<file path="src/rtl/pipe_ctrl.sv">
// Pipeline hazard/jump/bus-hold controller: per-stage hold/flush, jump steering, stall counter.
// Optional operand forwarding is enabled by defining PIPE_CTRL_FORWARD_EN.
module pipe_ctrl #(
  parameter int NUM_STAGES  = 5,
  parameter int XLEN        = 32,
  parameter int REG_AW      = 5,
  parameter int FLUSH_DEPTH = 2
) (
  input  logic                  clk,
  input  logic                  rst,
  input  logic                  jump_flag_i,
  input  logic [XLEN-1:0]       jump_addr_i,
  input  logic [REG_AW-1:0]     id_rs1_i,
  input  logic [REG_AW-1:0]     id_rs2_i,
  input  logic                  id_rs1_re_i,
  input  logic                  id_rs2_re_i,
  input  logic [REG_AW-1:0]     ex_rd_i,
  input  logic                  ex_we_i,
  input  logic                  ex_is_load_i,
  input  logic [REG_AW-1:0]     mem_rd_i,
  input  logic                  mem_we_i,
  input  logic                  bus_hold_req_i,
  output logic                  jump_flag_o,
  output logic [XLEN-1:0]       jump_addr_o,
  output logic [NUM_STAGES-1:0] hold_o,
  output logic [NUM_STAGES-1:0] flush_o,
  output logic [1:0]            fwd_rs1_sel_o,
  output logic [1:0]            fwd_rs2_sel_o,
  output logic [1:0]            state_o,
  output logic [15:0]           stall_cnt_o
);

  typedef enum logic [1:0] {
    RUN        = 2'd0,
    LOAD_STALL = 2'd1,
    BUS_HOLD   = 2'd2,
    JUMP_PEND  = 2'd3
  } state_e;

  // Jump kills the stages behind the pc (bits 1..FLUSH_DEPTH); a hazard freezes pc/if_id and bubbles id_ex.
  localparam logic [NUM_STAGES-1:0] JUMP_FLUSH =
    NUM_STAGES'(((1 << (FLUSH_DEPTH + 1)) - 1) & ~1);
  localparam logic [NUM_STAGES-1:0] HAZ_HOLD  = NUM_STAGES'(3);
  localparam logic [NUM_STAGES-1:0] HAZ_FLUSH = NUM_STAGES'(4);

  state_e            state_q, state_d;
  logic              pend_q, pend_d;
  logic [XLEN-1:0]   pend_addr_q, pend_addr_d;
  logic [15:0]       stall_cnt_q, stall_cnt_d;

  logic              rs1_ex, rs2_ex, rs1_mem, rs2_mem, haz;
  logic [1:0]        fwd1, fwd2;
  logic              jf;
  logic [XLEN-1:0]   ja;
  logic [NUM_STAGES-1:0] hold, flush;

  assign rs1_ex  = id_rs1_re_i && (id_rs1_i != '0) && ex_we_i  && (ex_rd_i  == id_rs1_i);
  assign rs2_ex  = id_rs2_re_i && (id_rs2_i != '0) && ex_we_i  && (ex_rd_i  == id_rs2_i);
  assign rs1_mem = id_rs1_re_i && (id_rs1_i != '0) && mem_we_i && (mem_rd_i == id_rs1_i);
  assign rs2_mem = id_rs2_re_i && (id_rs2_i != '0) && mem_we_i && (mem_rd_i == id_rs2_i);

`ifdef PIPE_CTRL_FORWARD_EN
  assign haz  = (rs1_ex | rs2_ex) & ex_is_load_i;
  assign fwd1 = (rs1_ex && !ex_is_load_i) ? 2'd1 : (rs1_mem ? 2'd2 : 2'd0);
  assign fwd2 = (rs2_ex && !ex_is_load_i) ? 2'd1 : (rs2_mem ? 2'd2 : 2'd0);
`else
  assign haz  = ((rs1_ex | rs2_ex) & ex_is_load_i) | rs1_ex | rs2_ex | rs1_mem | rs2_mem;
  assign fwd1 = 2'd0;
  assign fwd2 = 2'd0;
`endif

  always_comb begin
    state_d     = state_q;
    pend_d      = pend_q;
    pend_addr_d = pend_addr_q;
    hold        = '0;
    flush       = '0;
    jf          = 1'b0;
    ja          = '0;
    case (state_q)
      BUS_HOLD: begin
        hold = '1;
        if (jump_flag_i) begin
          pend_d      = 1'b1;
          pend_addr_d = jump_addr_i;
        end
        state_d = pend_d ? JUMP_PEND : RUN;
      end
      JUMP_PEND: begin
        jf      = 1'b1;
        ja      = pend_addr_q;
        flush   = JUMP_FLUSH;
        pend_d  = 1'b0;
        state_d = RUN;
      end
      default: begin
        if (jump_flag_i) begin
          jf      = 1'b1;
          ja      = jump_addr_i;
          flush   = JUMP_FLUSH;
          state_d = RUN;
        end else if (haz) begin
          hold    = HAZ_HOLD;
          flush   = HAZ_FLUSH;
          state_d = LOAD_STALL;
        end else begin
          state_d = RUN;
        end
      end
    endcase
    // Bus hold outranks everything for the next-state choice.
    if (bus_hold_req_i) state_d = BUS_HOLD;
    hold = hold & ~flush;
  end

  always_comb begin
    stall_cnt_d = stall_cnt_q;
    if ((|hold) && (stall_cnt_q != 16'hFFFF)) stall_cnt_d = stall_cnt_q + 16'd1;
  end

  always_ff @(posedge clk or negedge rst) begin
    if (!rst) begin
      state_q     <= RUN;
      pend_q      <= 1'b0;
      pend_addr_q <= '0;
      stall_cnt_q <= '0;
    end else begin
      state_q     <= state_d;
      pend_q      <= pend_d;
      pend_addr_q <= pend_addr_d;
      stall_cnt_q <= stall_cnt_d;
    end
  end

  // Combinational outputs are gated so reset silences them without waiting for a clock.
  assign jump_flag_o   = rst & jf;
  assign jump_addr_o   = (rst && jf) ? ja : '0;
  assign hold_o        = rst ? hold  : '0;
  assign flush_o       = rst ? flush : '0;
  assign fwd_rs1_sel_o = rst ? fwd1  : 2'd0;
  assign fwd_rs2_sel_o = rst ? fwd2  : 2'd0;
  assign state_o       = state_q;
  assign stall_cnt_o   = stall_cnt_q;

endmodule

</file>
<file path="config.mk">
export PLATFORM = sky130hd
export DESIGN_NAME = pipe_ctrl
export DESIGN_NICKNAME = d
export VERILOG_FILES = /design/src/rtl/pipe_ctrl.sv
export SDC_FILE = /design/constraint.sdc
export NUM_CORES = 1
export LEC_CHECK = 0
export BUFFER_PORTS_ARGS = -buffer_cell sky130_fd_sc_hd__buf_4
export CORE_ASPECT_RATIO = 0.75
export CORE_MARGIN = 3
export CORE_UTILIZATION = 40
export DETAILED_ROUTE_END_ITERATION = 10
export GPL_TIMING_DRIVEN = 0
export PLACE_DENSITY = 0.74
export REMOVE_ABC_BUFFERS = 1
export SYNTH_ARGS = -nofsm -noshare
export SYNTH_HDL_FRONTEND = slang
export SYNTH_SLANG_ARGS = --single-unit
</file>
<file path="constraint.sdc">
create_clock -name clk -period 4.5 [get_ports clk]
set_input_delay 0.225 -clock clk [delete_from_list [all_inputs] [get_ports clk]]
set_output_delay 0.225 -clock clk [all_outputs]
set_load 0.01 [all_outputs]
</file>
==> flow_metrics.env, run 1 <==
export IMPL_worst_setup_path_start_kind="flop"
export IMPL_final_antenna_net_count=0
export IMPL_worstPathMaxFanout=34
export IMPL_diodes=0
export IMPL_wire_per_inst_um=15.0
export IMPL_tns_ps=0
export IMPL_power_internal_uw=1130
export IMPL_slew_viol_final=0
export IMPL_synth_flop_cell="dfrtp_1"
export IMPL_wl_mm=7.28
export IMPL_cts_buffers=5
export IMPL_numPortBuffers=117
export IMPL_die_x_um=106
export IMPL_status="finished clean"
export IMPL_worst_pin_slew_ps=1260
export IMPL_rows=26
export IMPL_synth_distinct_cells=37
export IMPL_grt_max_degree=89
export IMPL_grt_ovfl_total=0
export IMPL_post_cts_buffers=0
export IMPL_cp_required_ps=4280
export IMPL_dr_pass1_iters=4
export IMPL_path_clk_slew_ps=90
export IMPL_sw_frac_of_total_pct=33.9
export IMPL_grt_total_usage_pct=16.9
export IMPL_drv_cap=0
export IMPL_placed_cells=477
export IMPL_fin_cells=485
export IMPL_setup_ws_ps=1530
export IMPL_setup_violations_final=0
export IMPL_cts_buffer_depth=2
export IMPL_antenna_found_initial=0
export IMPL_hpwl_mm=5.30
export IMPL_power_frac_comb_pct=41.2
export IMPL_seq_power_share_pct=42.5
export IMPL_p_sw_uw=578
export IMPL_grt_pass1_vias=2408
export IMPL_syn_inst=283
export IMPL_ys_warn_count=0
export IMPL_die_area_um2=8620
export IMPL_fin_skew_ps=6.62
export IMPL_nNetsFinal=448
export IMPL_relSlewSlack_pct=15.8
export IMPL_irDropWorstVdd_mv=0.261
export IMPL_min_path_type="primary input to asynchronous set/reset pin"
export IMPL_cts_sinks=51
export IMPL_syn2layout_area_growth_pct=33.3
export IMPL_gp_congestion=0.757
export IMPL_syn_avg_cell_area_um2=10.7
export IMPL_initial_core_util_pct=42.7
export IMPL_drc=0
export IMPL_clock_latency_ps=300
export IMPL_syn_cell_area_um2=3010
export IMPL_cellLeakagePower_uw=0.00180
export IMPL_drtIter0Drc=101
export IMPL_worstSetupEndpointType="output pin"
export IMPL_pwr_density_cell_nw_per_um2=424
export IMPL_finalCritPeriodShare_pct=66.0
export IMPL_vias=2509
export IMPL_cts_tree="done"
export IMPL_clkPwrFrac_pct=16.3
export IMPL_finalWorstPathRequiredPeriod_ps=2970
export IMPL_die_y_um=81.2
export IMPL_path_class="flop to output pin"
export IMPL_pre_cts_ws_ps=1580
export IMPL_worstPathArrival_ps=2740
export IMPL_grt_pass1_wl_mm=11.8
export IMPL_clockRootBuffer="clkbuf_8"
export IMPL_ys_seq_area_share_pct=42.3
export IMPL_synth_edf_count=0
export IMPL_via_per_inst=5.17
export IMPL_async_reset_ff_share_pct=100
export IMPL_synth_seq_cells=51
export IMPL_hold_viol=0
export IMPL_layout_common_cells="117 x buf_4, 51 x dfrtp_1, 34 x nor2b_1, 34 x mux2_2, 32 x a22oi_1"
export IMPL_ioPinCount=126
export IMPL_final_common_cell="buf_4"
export IMPL_cts_hold_fix_buffers=0
export IMPL_max_freq_mhz=337
export IMPL_htreeDepth=2
export IMPL_rsz0062_at_grt="false"
export IMPL_fp_coreArea_um2=7060
export IMPL_cts_resized=0
export IMPL_drive_gt1_share_pct=43.7
## routing by layer
metal,vias to the layer above,part of all wire (%),GRT usage [%]
met5,-,0,0
met4,0,0.37,3.10
met3,4,7.0,4.05
met2,89,45,26.2
met1,1217,47,24.4
li1,1199,-,-
## registers in the layout (all words and copies together) (netlist names)
name	count
pend_addr_q	32
state_o	2
stall_cnt_o	16
pend_q	1
## per-stage QoR
stage          total power [uW]  utilization (%)  hold slack [ps]  area (um2)
2_1_floorplan              1130                -            -70.6        2880
3_3_place_gp               1410             55.0              386        3880
3_5_place_dp               1450             55.5              392        3920
4_1_cts                    1730             56.9             57.8        4010
5_1_grt                    1840             56.9             55.9        4020
6_report                   1700             56.9             41.2        4020
## critical path: stages, from the launching register on
cell	delay (ps)
dfrtp_1	460
and2_1	1010
nor2_1	480
and3_2	360
buf_4	140
## power by group through the flow
stage / registers, uW / logic (uW) / clock network (uW)
floorplan: 725 / 410 / 0
global placement: 722 / 690 / 0
detailed placement: 731 / 715 / 0
CTS: 724 / 715 / 291
global route: 746 / 778 / 313
finish: 725 / 702 / 278
## synth_stat cells (3+ instances only)
cell	number	area, um2
nand2b_1	3	18.8
and3_1	8	50.1
clkbuf_1	12	45.0
nor2b_1	35	219
and2_1	4	25.0
dfrtp_1	51	1280
and4_1	3	26.3
xnor2_1	21	184
nand2_1	4	15.0
buf_4	10	75.1
nor2_1	3	11.3
mux2_2	34	383
buf_1	3	11.3
nand4_1	8	50.1
xor2_1	12	105
nand3_1	11	55.1
a22oi_1	32	240
nor4_1	4	25.0
## path summary, 6_finish.rpt
path	start	endpoint	slack (ps)	depth (start not counted)
worst min register to register	pend_addr_q[19]$_DFFE_PN0P_	pend_addr_q[19]$_DFFE_PN0P_	510	1
worst min-delay path	rst	pend_addr_q[19]$_DFFE_PN0P_	40	1
worst max-delay path	state_o[1]$_DFF_PN0_	hold_o[0]	1530	4
max in group asynchronous	rst	pend_addr_q[30]$_DFFE_PN0P_	3890	1
worst max register to register	state_o[1]$_DFF_PN0_	stall_cnt_o[7]$_DFFE_PN0P_	1600	6
min in group clk	bus_hold_req_i	state_o[0]$_DFF_PN0_	80	2
## kinds of logic (layout without fill, tap and decap cells)
family                   after synthesis  in the layout  synth area share, %
buffers and inverters                 30            128                 5.31
adder cells (fa/ha/maj)                1              1                0.415
AND/OR/NAND/NOR                       92             92                 19.4
other                                  1              7                0.124
AO/OA/AOI/OAI                         40             40                 9.76
flip-flops                            51             51                 42.3
multiplexers                          35             35                 13.1
XOR/XNOR                              33             33                 9.59
## area by class of cell
cell class | instances | area, um2
Clock inverter | 2 | 16.3
Inverter | 2 | 7.51
Timing Repair Buffer | 118 | 906
Fill cell | 633 | 3040
Multi-Input combinational cell | 208 | 1610
Sequential cell | 51 | 1280
Clock buffer | 6 | 82.6
Tap cell | 98 | 123
(Power assumes the default switching activity.)
==> run 2: changes to the inputs <==
==> constraint.sdc (replaced) <==
create_clock -name clk -period 3.1 [get_ports clk]
set_input_delay 0.155 -clock clk [delete_from_list [all_inputs] [get_ports clk]]
set_output_delay 0.155 -clock clk [all_outputs]
set_load 0.01 [all_outputs]
==> run 2 against run 1 <==
Net effect: first-iteration DRC count increased by 12%; non-clock buffer count increased by 2; clock skew about the same; setup slack got worse by 1000 ps; critical path type is now flop to flop; sequential share of layout area decreased by 0.17 points; routed wire length increased by 0.19%.
==> flow_metrics.env, run 2 (same netlist as run 1, synthesis figures left out) <==
export IMPL_wire_per_inst_um=15.0
export IMPL_rows=26
export IMPL_relSlewSlack_pct=40.8
export IMPL_seq_power_share_pct=42.5
export IMPL_r2r_start="state_o[1]$_DFF_PN0_"
export IMPL_power_frac_comb_pct=41.2
export IMPL_initial_core_util_pct=42.7
export IMPL_cp_required_ps=3280
export IMPL_final_common_cell="buf_4"
export IMPL_dpl_instance_area_um2=3920
export IMPL_antenna_found_initial=0
export IMPL_hpwl_mm=5.30
export IMPL_design_area_um2=4040
export IMPL_fin_cells=487
export IMPL_drc=0
export IMPL_path_delay_family="simple AND/OR/NAND/NOR gates"
export IMPL_top_register="pend_addr_q"
export IMPL_worstPathArrival_ps=2770
export IMPL_grt_pass1_vias=2421
export IMPL_layout_common_cells="117 x buf_4, 51 x dfrtp_1, 34 x nor2b_1, 34 x mux2_2, 32 x a22oi_1"
export IMPL_power_internal_uw=1640
export IMPL_syn2layout_area_growth_pct=34.0
export IMPL_hold_viol=0
export IMPL_worstSetupEndpointType="flop"
export IMPL_clkPwrFrac_pct=16.3
export IMPL_rsz0062_at_grt="false"
export IMPL_cts_buffer_depth=2
export IMPL_worst_pin_slew_ps=887
export IMPL_final_antenna_net_count=0
export IMPL_numPortBuffers=117
export IMPL_final_fill_count=631
export IMPL_r2r_end="stall_cnt_o[7]$_DFFE_PN0P_"
export IMPL_largest_register_ffs=32
export IMPL_grt_max_degree=89
export IMPL_pwr_density_cell_nw_per_um2=614
export IMPL_cpPeakStageDelay_ps=690
export IMPL_r2r_slack_ps=510
export IMPL_p_sw_uw=842
export IMPL_max_freq_mhz=386
export IMPL_htreeDepth=2
export IMPL_setup_violations_final=0
export IMPL_sw_frac_of_total_pct=34.0
export IMPL_critPathCapture="stall_cnt_o[7]$_DFFE_PN0P_"
export IMPL_timing_hold_ws_ps=86.4
export IMPL_gp_congestion=0.757
export IMPL_drtIter0Drc=113
export IMPL_slew_viol_final=0
export IMPL_wl_mm=7.29
export IMPL_via_per_inst=5.14
export IMPL_fin_skew_ps=6.88
export IMPL_status="finished clean"
export IMPL_path_cells="and2_2 > nor2_1 > and4_1 > and3_1 > nand3_1 > xnor2_1"
export IMPL_grt_total_usage_pct=16.9
export IMPL_cts_buffers=5
export IMPL_path_class="flop to flop"
export IMPL_nNetsFinal=450
export IMPL_drv_cap=0
export IMPL_grt_pass1_wl_mm=11.9
export IMPL_clockRootBuffer="clkbuf_8"
export IMPL_clock_latency_ps=300
export IMPL_fp_coreArea_um2=7060
export IMPL_irDropWorstVdd_mv=0.378
export IMPL_crit_slowest_cell="nor2_1"
export IMPL_setup_ws_ps=509
export IMPL_regArea_um2=1280
export IMPL_dr_pass1_iters=5
export IMPL_worst_setup_path_start_kind="flop"
export IMPL_drive_gt1_share_pct=43.7
export IMPL_vias=2502
export IMPL_path_clk_slew_ps=100
export IMPL_diodes=0
export IMPL_total_power_uw=2480
export IMPL_cellLeakagePower_uw=0.00181
export IMPL_die_y_um=81.2
export IMPL_worstPathMaxFanout=34
export IMPL_finalCritPeriodShare_pct=83.6
export IMPL_cts_sinks=51
export IMPL_finalWorstPathRequiredPeriod_ps=2590
export IMPL_grt_ovfl_total=0
export IMPL_pre_cts_ws_ps=183
export IMPL_die_area_um2=8620
export IMPL_worstSetupStartpoint="state_o[1]$_DFF_PN0_"
export IMPL_die_x_um=106
export IMPL_multi_input_area_um2=1610
export IMPL_placed_cells=477
export IMPL_worst_path_stages=6
export IMPL_cts_tree="done"
export IMPL_min_path_type="primary input to flop"
export IMPL_path_buf_inv=0
export IMPL_ioPinCount=126
export IMPL_reg2reg_depth=6
-- run 2: changes by cell type in the layout (fill, tap and decap cells not counted) --
cell,delta
and2_2,+1
dlygate4sd3_1,+2
and2_1,-1
-- run 2: worst min path at each step --
stage / from / to / slack (ps) / cells after the start
floorplan: rst / pend_addr_q[0]$_DFFE_PN0P_ / -140 / 0
global placement: rst / pend_addr_q[19]$_DFFE_PN0P_ / 320 / 1
detailed placement: bus_hold_req_i / state_o[0]$_DFF_PN0_ / 320 / 2
CTS: jump_addr_i[0] / pend_addr_q[0]$_DFFE_PN0P_ / 80 / 2
global route: jump_addr_i[0] / pend_addr_q[0]$_DFFE_PN0P_ / 70 / 2
finish: jump_addr_i[0] / pend_addr_q[0]$_DFFE_PN0P_ / 90 / 2
-- run 2: stage by stage --
step / util [%] / setup TNS [ps]
finish: 57.2 / 0
global route: 57.2 / 0
CTS: 57.1 / 0
detailed placement: 55.5 / 0
global placement: 55.0 / -11700
floorplan: - / 0
-- run 2: final cells by class --
type / instances / share of cell area (%)
Clock inverter: 2 / 0.403
Clock buffer: 6 / 2.05
Sequential cell: 51 / 31.6
Multi-Input combinational cell: 208 / 39.8
Timing Repair Buffer: 120 / 22.9
Inverter: 2 / 0.186
Tap cell: 98 / 3.04
-- run 2: routing by layer --
| layer | global-route usage [%] | up-vias | routed length, um |
|---|---|---|---|
| li1 | - | 1205 | - |
| met1 | 24.4 | 1213 | 3490 |
| met2 | 26.4 | 80 | 3270 |
| met3 | 4.05 | 4 | 505 |
| met4 | 3.10 | 0 | 27 |
| met5 | 0 | - | 0 |
-- run 2: repair_timing --
action	CTS	global route
endpoints found under the setup margin	0	6
gates resized for setup	0	1
hold buffers	2	0
setup buffers	0	0
endpoints found under the hold margin	31	0
-- run 2: worst reg2reg max path, stage by stage, from the launching register on --
cell,delay [ps]
dfrtp_1,460
and2_2,450
nor2_1,690
and4_1,450
and3_1,200
nand3_1,90
xnor2_1,150
-- run 2: power by group through the flow --
stage / logic [uW] / registers, uW / clock network (uW)
final: 1020 / 1050 / 405
after global placement: 1000 / 1050 / 0
after CTS: 1040 / 1050 / 423
after floorplan: 595 / 1050 / 0
after detailed placement: 1040 / 1060 / 0
after global routing: 1130 / 1080 / 454
